## config.mk

```make
export PLATFORM = sky130hd
export DESIGN_NAME = sim_run_ctrl
export DESIGN_NICKNAME = d
export VERILOG_FILES = /design/src/rtl/sim_run_ctrl.sv
export SDC_FILE = /design/constraint.sdc
export NUM_CORES = 1
export LEC_CHECK = 0
export CAP_MARGIN = 20
export CORE_MARGIN = 2
export CORE_UTILIZATION = 52
export DETAILED_ROUTE_END_ITERATION = 6
export PLACE_DENSITY_LB_ADDON = 0.2
export SYNTH_ARGS = -nofsm -noshare
export SYNTH_HDL_FRONTEND = slang
export SYNTH_SLANG_ARGS = --single-unit
```

## constraint.sdc

```tcl
create_clock -name clk -period 2.44 [get_ports clk]
set_input_delay 0.366 -clock clk [delete_from_list [all_inputs] [get_ports clk]]
set_output_delay 0.366 -clock clk [all_outputs]
set_load 0.02 [all_outputs]
```

## src/rtl/sim_run_ctrl.sv

```systemverilog
// Run controller: sequences the CPU reset, counts RUN cycles and ends the run on a PC self-loop or a cycle-budget timeout.
// Outputs are registered or decoded from state; start is acted on at the next edge.
// No backpressure: start is honoured in every state, and DONE holds until the next start.
module sim_run_ctrl #(
  parameter int RESET_CYCLES   = 10,
  parameter int TIMEOUT_CYCLES = 30000,
  parameter int HALT_REPEAT    = 4,
  parameter int PC_WIDTH       = 32,
  parameter int CNT_WIDTH      = 32
) (
  input  logic                 clk,
  input  logic                 reset,
  input  logic                 start,
  input  logic [PC_WIDTH-1:0]  pc,
  input  logic                 pc_valid,
  output logic                 cpu_reset,
  output logic                 running,
  output logic                 done,
  output logic                 halted,
  output logic                 timed_out,
  output logic [CNT_WIDTH-1:0] cycle_count
);

  localparam int HOLD_W   = (RESET_CYCLES > 1) ? $clog2(RESET_CYCLES) : 1;
  localparam int STREAK_W = $clog2(HALT_REPEAT + 1);

  localparam logic [HOLD_W-1:0]    HOLD_LAST = HOLD_W'(RESET_CYCLES - 1);
  localparam logic [STREAK_W-1:0]  HALT_N    = STREAK_W'(HALT_REPEAT);
  localparam logic [CNT_WIDTH-1:0] TO_LAST   = CNT_WIDTH'(TIMEOUT_CYCLES - 1);

  typedef enum logic [1:0] {IDLE, RESET_HOLD, RUN, DONE} state_t;

  state_t                state, state_nxt;
  logic [HOLD_W-1:0]     hold_cnt, hold_cnt_nxt;
  logic [CNT_WIDTH-1:0]  cnt, cnt_nxt;
  logic [STREAK_W-1:0]   streak, streak_nxt, streak_upd;
  logic [PC_WIDTH-1:0]   last_pc, last_pc_nxt;
  logic                  halted_q, halted_nxt;
  logic                  timed_q, timed_nxt;

  // Streak value a valid cycle would produce: extend on a repeated PC, otherwise restart at one.
  always_comb begin
    streak_upd = STREAK_W'(1);
    if ((streak != '0) && (pc == last_pc)) begin
      streak_upd = streak + STREAK_W'(1);
    end
  end

  // Next-state and datapath update; start wins over everything and clears the run.
  always_comb begin
    state_nxt    = state;
    hold_cnt_nxt = hold_cnt;
    cnt_nxt      = cnt;
    streak_nxt   = streak;
    last_pc_nxt  = last_pc;
    halted_nxt   = halted_q;
    timed_nxt    = timed_q;
    if (start) begin
      state_nxt    = RESET_HOLD;
      hold_cnt_nxt = '0;
      cnt_nxt      = '0;
      streak_nxt   = '0;
      last_pc_nxt  = '0;
      halted_nxt   = 1'b0;
      timed_nxt    = 1'b0;
    end else begin
      case (state)
        RESET_HOLD: begin
          if (hold_cnt == HOLD_LAST) begin
            state_nxt = RUN;
          end else begin
            hold_cnt_nxt = hold_cnt + HOLD_W'(1);
          end
        end
        RUN: begin
          cnt_nxt = cnt + CNT_WIDTH'(1);
          if (pc_valid) begin
            streak_nxt  = streak_upd;
            last_pc_nxt = pc;
          end
          // Halt is checked first so a halt landing on the timeout edge reports as a halt.
          if (pc_valid && (streak_upd == HALT_N)) begin
            state_nxt  = DONE;
            halted_nxt = 1'b1;
          end else if (cnt == TO_LAST) begin
            state_nxt = DONE;
            timed_nxt = 1'b1;
          end
        end
        default: begin
          // IDLE and DONE only leave on start.
        end
      endcase
    end
  end

  // State and datapath registers with asynchronous master reset.
  always_ff @(posedge clk or posedge reset) begin
    if (reset) begin
      state    <= IDLE;
      hold_cnt <= '0;
      cnt      <= '0;
      streak   <= '0;
      last_pc  <= '0;
      halted_q <= 1'b0;
      timed_q  <= 1'b0;
    end else begin
      state    <= state_nxt;
      hold_cnt <= hold_cnt_nxt;
      cnt      <= cnt_nxt;
      streak   <= streak_nxt;
      last_pc  <= last_pc_nxt;
      halted_q <= halted_nxt;
      timed_q  <= timed_nxt;
    end
  end

  // CPU stays in reset while idle or holding; released in RUN and DONE so its state can be inspected.
  assign cpu_reset   = (state == IDLE) || (state == RESET_HOLD);
  assign running     = (state == RUN);
  assign done        = (state == DONE);
  assign halted      = halted_q;
  assign timed_out   = timed_q;
  assign cycle_count = cnt;

endmodule
```

==> results of run 1 <==
## cells by family after synthesis
| kind of cell | after synthesis | share of synthesized area [%] |
|---|---|---|
| and+or+nand+nor | 138 | 20.87 |
| adders and majority gates | 5 | 1.633 |
| AOI/OAI and AO/OA | 51 | 10.74 |
| buffers and inverters | 33 | 3.821 |
| xor gates and xnor gates | 61 | 13.95 |
| DFF | 75 | 48.99 |
## area by class of cell
class	count	share of cell area, %
Inverter	17	1.299
Timing Repair Buffer	80	16.15
Multi-Input combinational cell	255	36.89
Clock inverter	5	2.038
Clock buffer	11	2.879
Sequential cell	75	38.22
Tap cell	99	2.522
## placed cells by master, fill, tap and decap left out, types with 2 or more instances in the layout
cell | Yosys | final
inv_1 | 15 | 14
buf_4 | 3 | 7
nor2_1 | 39 | 39
and4_1 | 5 | 5
a22o_1 | 34 | 34
nor3_1 | 4 | 4
and3_1 | 6 | 6
nand2_1 | 19 | 19
bufinv_16 | 0 | 3
clkdlybuf4s50_1 | 0 | 72
clkbuf_8 | 0 | 10
nand4_1 | 12 | 12
xnor2_1 | 34 | 34
nor4_1 | 7 | 7
xor2_1 | 27 | 27
or4_1 | 3 | 3
clkinv_2 | 0 | 2
and2_1 | 3 | 3
a21oi_1 | 6 | 5
o221ai_1 | 2 | 2
nor3b_1 | 2 | 2
nand3_1 | 15 | 15
a211oi_1 | 2 | 2
inv_2 | 2 | 3
ha_1 | 5 | 5
nand2b_1 | 5 | 5
nor3_2 | 8 | 8
nor4b_1 | 3 | 3
dfrtp_1 | 75 | 75
## per-layer routing
| metal | vias to the layer above | routed length (um) |
|---|---|---|
| met5 | - | 0 |
| met4 | 0 | 121 |
| met3 | 12 | 382 |
| met2 | 76 | 3989 |
| met1 | 1461 | 3773 |
| li1 | 1425 | - |
## power breakdown
part | switching (W) | total, W | internal (W)
sequential | 0.0000199 | 0.00128 | 0.00126
combinational | 0.000110 | 0.000210 | 0.000101
clock | 0.000451 | 0.00116 | 0.000705
## through the flow
stage	hold slack [ns]	util [%]	worst slack, ns	cell area [sq um]	instances
floorplan	0.4814	-	0.1640	3831	363
global placement	0.4644	65.07	0.1501	4669	526
global route	0.4311	68.44	0.1514	4911	542
CTS	0.4018	68.44	0.2163	4911	542
detailed placement	0.4744	65.07	0.1063	4669	526
finish	0.3897	68.44	0.2468	4911	542
## worst max path at each step
stage	startpoint	to	slack (ns)	depth (start not counted)
3_5_place_dp	pc[7]	timed_out$_DFFE_PP0P_	0.11	6
2_1_floorplan	reset	cycle_count[0]$_DFFE_PP0P_	0.16	1
4_1_cts	state[0]$_DFFE_PP0P_	running	0.22	5
3_3_place_gp	pc[28]	timed_out$_DFFE_PP0P_	0.15	6
5_1_grt	state[0]$_DFFE_PP0P_	running	0.15	5
6_report	state[0]$_DFFE_PP0P_	running	0.25	5
## sequential cells by signal, summed over array words and instances, names as in the netlist
signal	count
last_pc	32
streak	3
timed_out	1
halted	1
cycle_count	32
state	2
hold_cnt	4
==> reports/qor.csv, run 1 <==
metric,value,unit
multiInputGateArea,1812,sq um
start_util,53.39,%
critPathRequiredTime,2.07,ns
final_net_count,479,
cpPeakStageDelay,0.62,ns
die_h,89.84,um
fin_skew,0.01015,ns
grt_pass1_vias,2953,
regArea,1877,sq um
crit_arrival,1.83,ns
hold_viol_final,0,
worst_pin_slew,0.5571,ns
diodes,0,
clockBufferDepth,2,
maxCapViolCount,0,
path_cells,inv_2 > nand2_1 > inv_2 > buf_4 > clkdlybuf4s50_1,
critPathTopFamily,buffers and inverters,
clock_latency,0.34,ns
startpoint_type,register,
drt_first_pass_iters,4,
cts_hold_buf,0,
crit_path_frequent_cell,inv_2,
grt_busiest_layer,met2,
detailed_place_hpwl,5984,um
relSlewSlack,62.57,%
critPathSlowestCell,clkdlybuf4s50_1,
detail_route.vias_per_cell,5.487,
reg2regPathDepth,6,
r2r_start,cycle_count[7]$_DFFE_PP0P_,
tns,0,ns
ys.flop_type,dfrtp_1,
crit_fanout,9,
syn-num-nets,404,
synth_area_per_cell,10.55,sq um
use_met3,3.940,%
path_buf_inv,4,
r2r_end,cycle_count[31]$_DFFE_PP0P_,
async_flop_share,100.0,%
synth_area,3831,sq um
portBuffers,72,
met2_usage,34.53,%
synth_seq_cells,75,
cts_buffers,9,
gp_congestion,0.8170,
drive_gt1_share,8.804,%
cts.sinks,75,
use_met1,28.96,%
row_count,31,
cp-end-kind,primary output,
core,7176,sq um
ant_nets,0,
ys_seq_area_share,48.99,%
clockRootBuffer,clkbuf_8,
power.density,538.8,nW/um^2
cts_tree,yes,
routed_wirelength,8267,um
drt_iter0_drc,157,
timing.fmax,0.4560,GHz
synth_common_cells,"dfrtp_1 (75), nor2_1 (39), a22o_1 (34), xnor2_1 (34), xor2_1 (27)",
slew_violations,0,
vias,2974,
post_cts_resized,0,
period_share,89.88,%
antenna_found_initial,0,
layout_min_cycle_time,2.193,ns
synth_top_area_share,48.99,%
reg2reg_slack,0.37,ns
synth_cell_type_count,42,
post-synth-top-count-cell,dfrtp_1,
p_leak,2.112,nW
clkTransAtPathRegs,0.08,ns
overflow,0,
yosysTopAreaCell,dfrtp_1,
syn_to_final_growth,28.18,%
synth-edff-count,0,
htreeDepth,3,
syn_inst,363,
finalPower,0.002646,W
status,"complete, no violations",
die_area,8070,sq um
synth_area_leaders,"dfrtp_1 (49%), a22o_1 (7.8%), xnor2_1 (7.8%)",
hold_class,in2async,
pin_count,73,
drc,0,
grt.total_usage,21.26,%
wl_per_cell,15.25,um
die_x,89.84,um
synth_warnings,0,
worst-setup-path-type,reg2out,
rsz0062_at_grt,false,
peakVddDrop,0.3571,mV
fillers,569,
grt_pass1_wl,13990,um
post_cts_buffers,0,
finalSetupViolations,0,
grt_max_degree,41,
Power figures use the tool's default switching activity.
==> run 2, diff against run 1 <==
Settings changed: CORE_MARGIN 2 to 1.5, CORE_UTILIZATION 52 to 40.
==> run 2 against run 1 <==
  * Sequential power is essentially flat
  * Non-clock buffer count up 1
  * Core utilization down 15 points
  * Setup slack lost 0.027 ns
  * Clock skew grew 0.0025 ns
  * Critical path depth unchanged
  * Register-to-register slack improved by 0.13 ns
  * Worst hold slack lost 0.013 ns
  * Critical endpoint unchanged
  * Largest power group unchanged
  * Highest routed layer unchanged
==> reports/qor.csv, run 2 (synthesized netlist as in run 1, its figures left out) <==
metric,value,unit,change
reg2regPathDepth,6,,unchanged
r2r_end,streak[2]$_DFFE_PP0P_,,
p_sw_share,24.14,%,+2.2 points
drt_first_pass_iters,4,,unchanged
maxCapViolCount,0,,unchanged
relSlewSlack,62.90,%,+0.33 points
post_cts_buffers,0,,unchanged
row_count,35,,+13%
die_area,10170,sq um,+26%
detailed_place_hpwl,5918,um,-1.1%
cts_tree,yes,,
clockRootBuffer,clkbuf_8,,
drive_gt1_share,8.804,%,unchanged
final_common_cell,dfrtp_1,,
cts_buffers,9,,unchanged
gp_congestion,0.8436,,+3.3%
period_share,90.99,%,+1.1 points
wl_per_cell,14.49,um,-5.0%
p_leak,2.094,nW,-0.85%
die_x,100.9,um,+12%
cp-end-kind,primary output,,
clock_latency,0.35,ns,about the same
power_frac_seq,52.2,%,+3.8 points
hold_class,in2async,,
cts_hold_buf,0,,unchanged
multiInputGateArea,1812,sq um,unchanged
regArea,1877,sq um,unchanged
clkPwrFrac,39.0,%,-4.7 points
syn_to_final_growth,28.41,%,
final_cell_mix,"dfrtp_1 (75), clkdlybuf4s50_1 (72), nor2_1 (39)",,
rsz0062_at_grt,false,,
routed_wirelength,8290,um,+0.28%
grt_pass1_wl,13940,um,-0.39%
ant_nets,0,,unchanged
grt_pass1_vias,2922,,-1.0%
p_sw,0.0005913,W,+1.9%
htreeDepth,3,,unchanged
grt.total_usage,17.49,%,-3.8 points
fin_hold_ws,0.3765,ns,-0.01322 ns
slew_violations,0,,unchanged
overflow,0,,unchanged
fin_skew,0.01261,ns,+0.002453 ns
grt_max_degree,41,,unchanged
worst_pin_slew,0.5523,ns,-0.004871 ns
critPathRequiredTime,2.07,ns,about the same
cts.sinks,75,,unchanged
die_h,100.9,um,+12%
diodes,0,,unchanged
layout_min_cycle_time,2.220,ns,+0.02689 ns
clockBufferDepth,2,,unchanged
fillers,860,,+51%
power.density,497.9,nW/um^2,-7.6%
startpoint_type,register,,
vias,2919,,-1.8%
portBuffers,72,,unchanged
antenna_found_initial,0,,unchanged
peakVddDrop,0.2942,mV,-18%
crit_fanout,9,,unchanged
clkTransAtPathRegs,0.07,ns,about the same
hold_viol_final,0,,unchanged
final_net_count,480,,+0.21%
drc,0,,unchanged
core,9284,sq um,+29%
timing.fmax,0.4504,GHz,-1.2%
post_cts_resized,0,,unchanged
combPwrFrac,8.8,%,+0.9 points
drt_iter0_drc,140,,-11%
r2r_start,last_pc[16]$_DFFE_PP0P_,,
start_util,41.27,%,-12 points
status,"complete, no violations",,
intPower,0.001858,W,-10%
finalPower,0.002449,W,-7.4%
crit_arrival,1.85,ns,+0.02 ns
detail_route.vias_per_cell,5.103,,-7.0%
reg2reg_slack,0.50,ns,+0.13 ns
utilization,52.99,%,-15 points
worst-setup-path-type,reg2out,,
finalSetupViolations,0,,unchanged
pin_count,73,,unchanged
tns,0,ns,unchanged
==> run 2: worst max-delay path, stage by stage, from the launching register on <==
cell and delay (ns):
dfrtp_1 0.41, inv_2 0.09, nand2_1 0.13, inv_2 0.09, buf_4 0.17, clkdlybuf4s50_1 0.63
==> run 2: power groups by stage <==
stage / Clock (W) / Combinational, W / Sequential [W]
4_1_cts: 0.000976 / 0.000220 / 0.00128
6_report: 0.000955 / 0.000215 / 0.00128
5_1_grt: 0.00104 / 0.000241 / 0.00128
2_1_floorplan: 0 / 0.000109 / 0.00130
3_3_place_gp: 0 / 0.000214 / 0.00130
3_5_place_dp: 0 / 0.000218 / 0.00130
==> run 2: worst max-delay path by stage <==
stage	start	end	slack, ns	depth (start not counted)
2_1_floorplan	reset	cycle_count[0]$_DFFE_PP0P_	0.16	1
3_3_place_gp	pc[28]	timed_out$_DFFE_PP0P_	0.13	6
3_5_place_dp	pc[28]	timed_out$_DFFE_PP0P_	0.1	6
4_1_cts	state[0]$_DFFE_PP0P_	running	0.22	5
5_1_grt	state[0]$_DFFE_PP0P_	running	0.16	5
6_report	state[0]$_DFFE_PP0P_	running	0.22	5
==> run 2: metal layers <==
layer  GRT usage [%]  share of wire, %
met5               0                 0
met4           7.042               1.6
met3           3.675               4.8
met2           27.75                46
met1           23.36                48
==> run 2: cell type report <==
class / count / share of cell area, %
timing repair buffer: 81 / 16.53
sequential: 75 / 38.15
tap: 129 / 3.281
inverter: 17 / 1.297
multi-input combinational: 255 / 36.83
clock inverter: 4 / 1.043
clock buffer: 11 / 2.874
==> run 2: metrics by stage <==
stage          cell area, sq um  instances  setup slack, ns
2_1_floorplan              3831        363           0.1640
3_3_place_gp               4727        557           0.1262
3_5_place_dp               4727        557          0.09910
4_1_cts                    4920        572           0.2161
5_1_grt                    4920        572           0.1559
6_report                   4920        572           0.2199
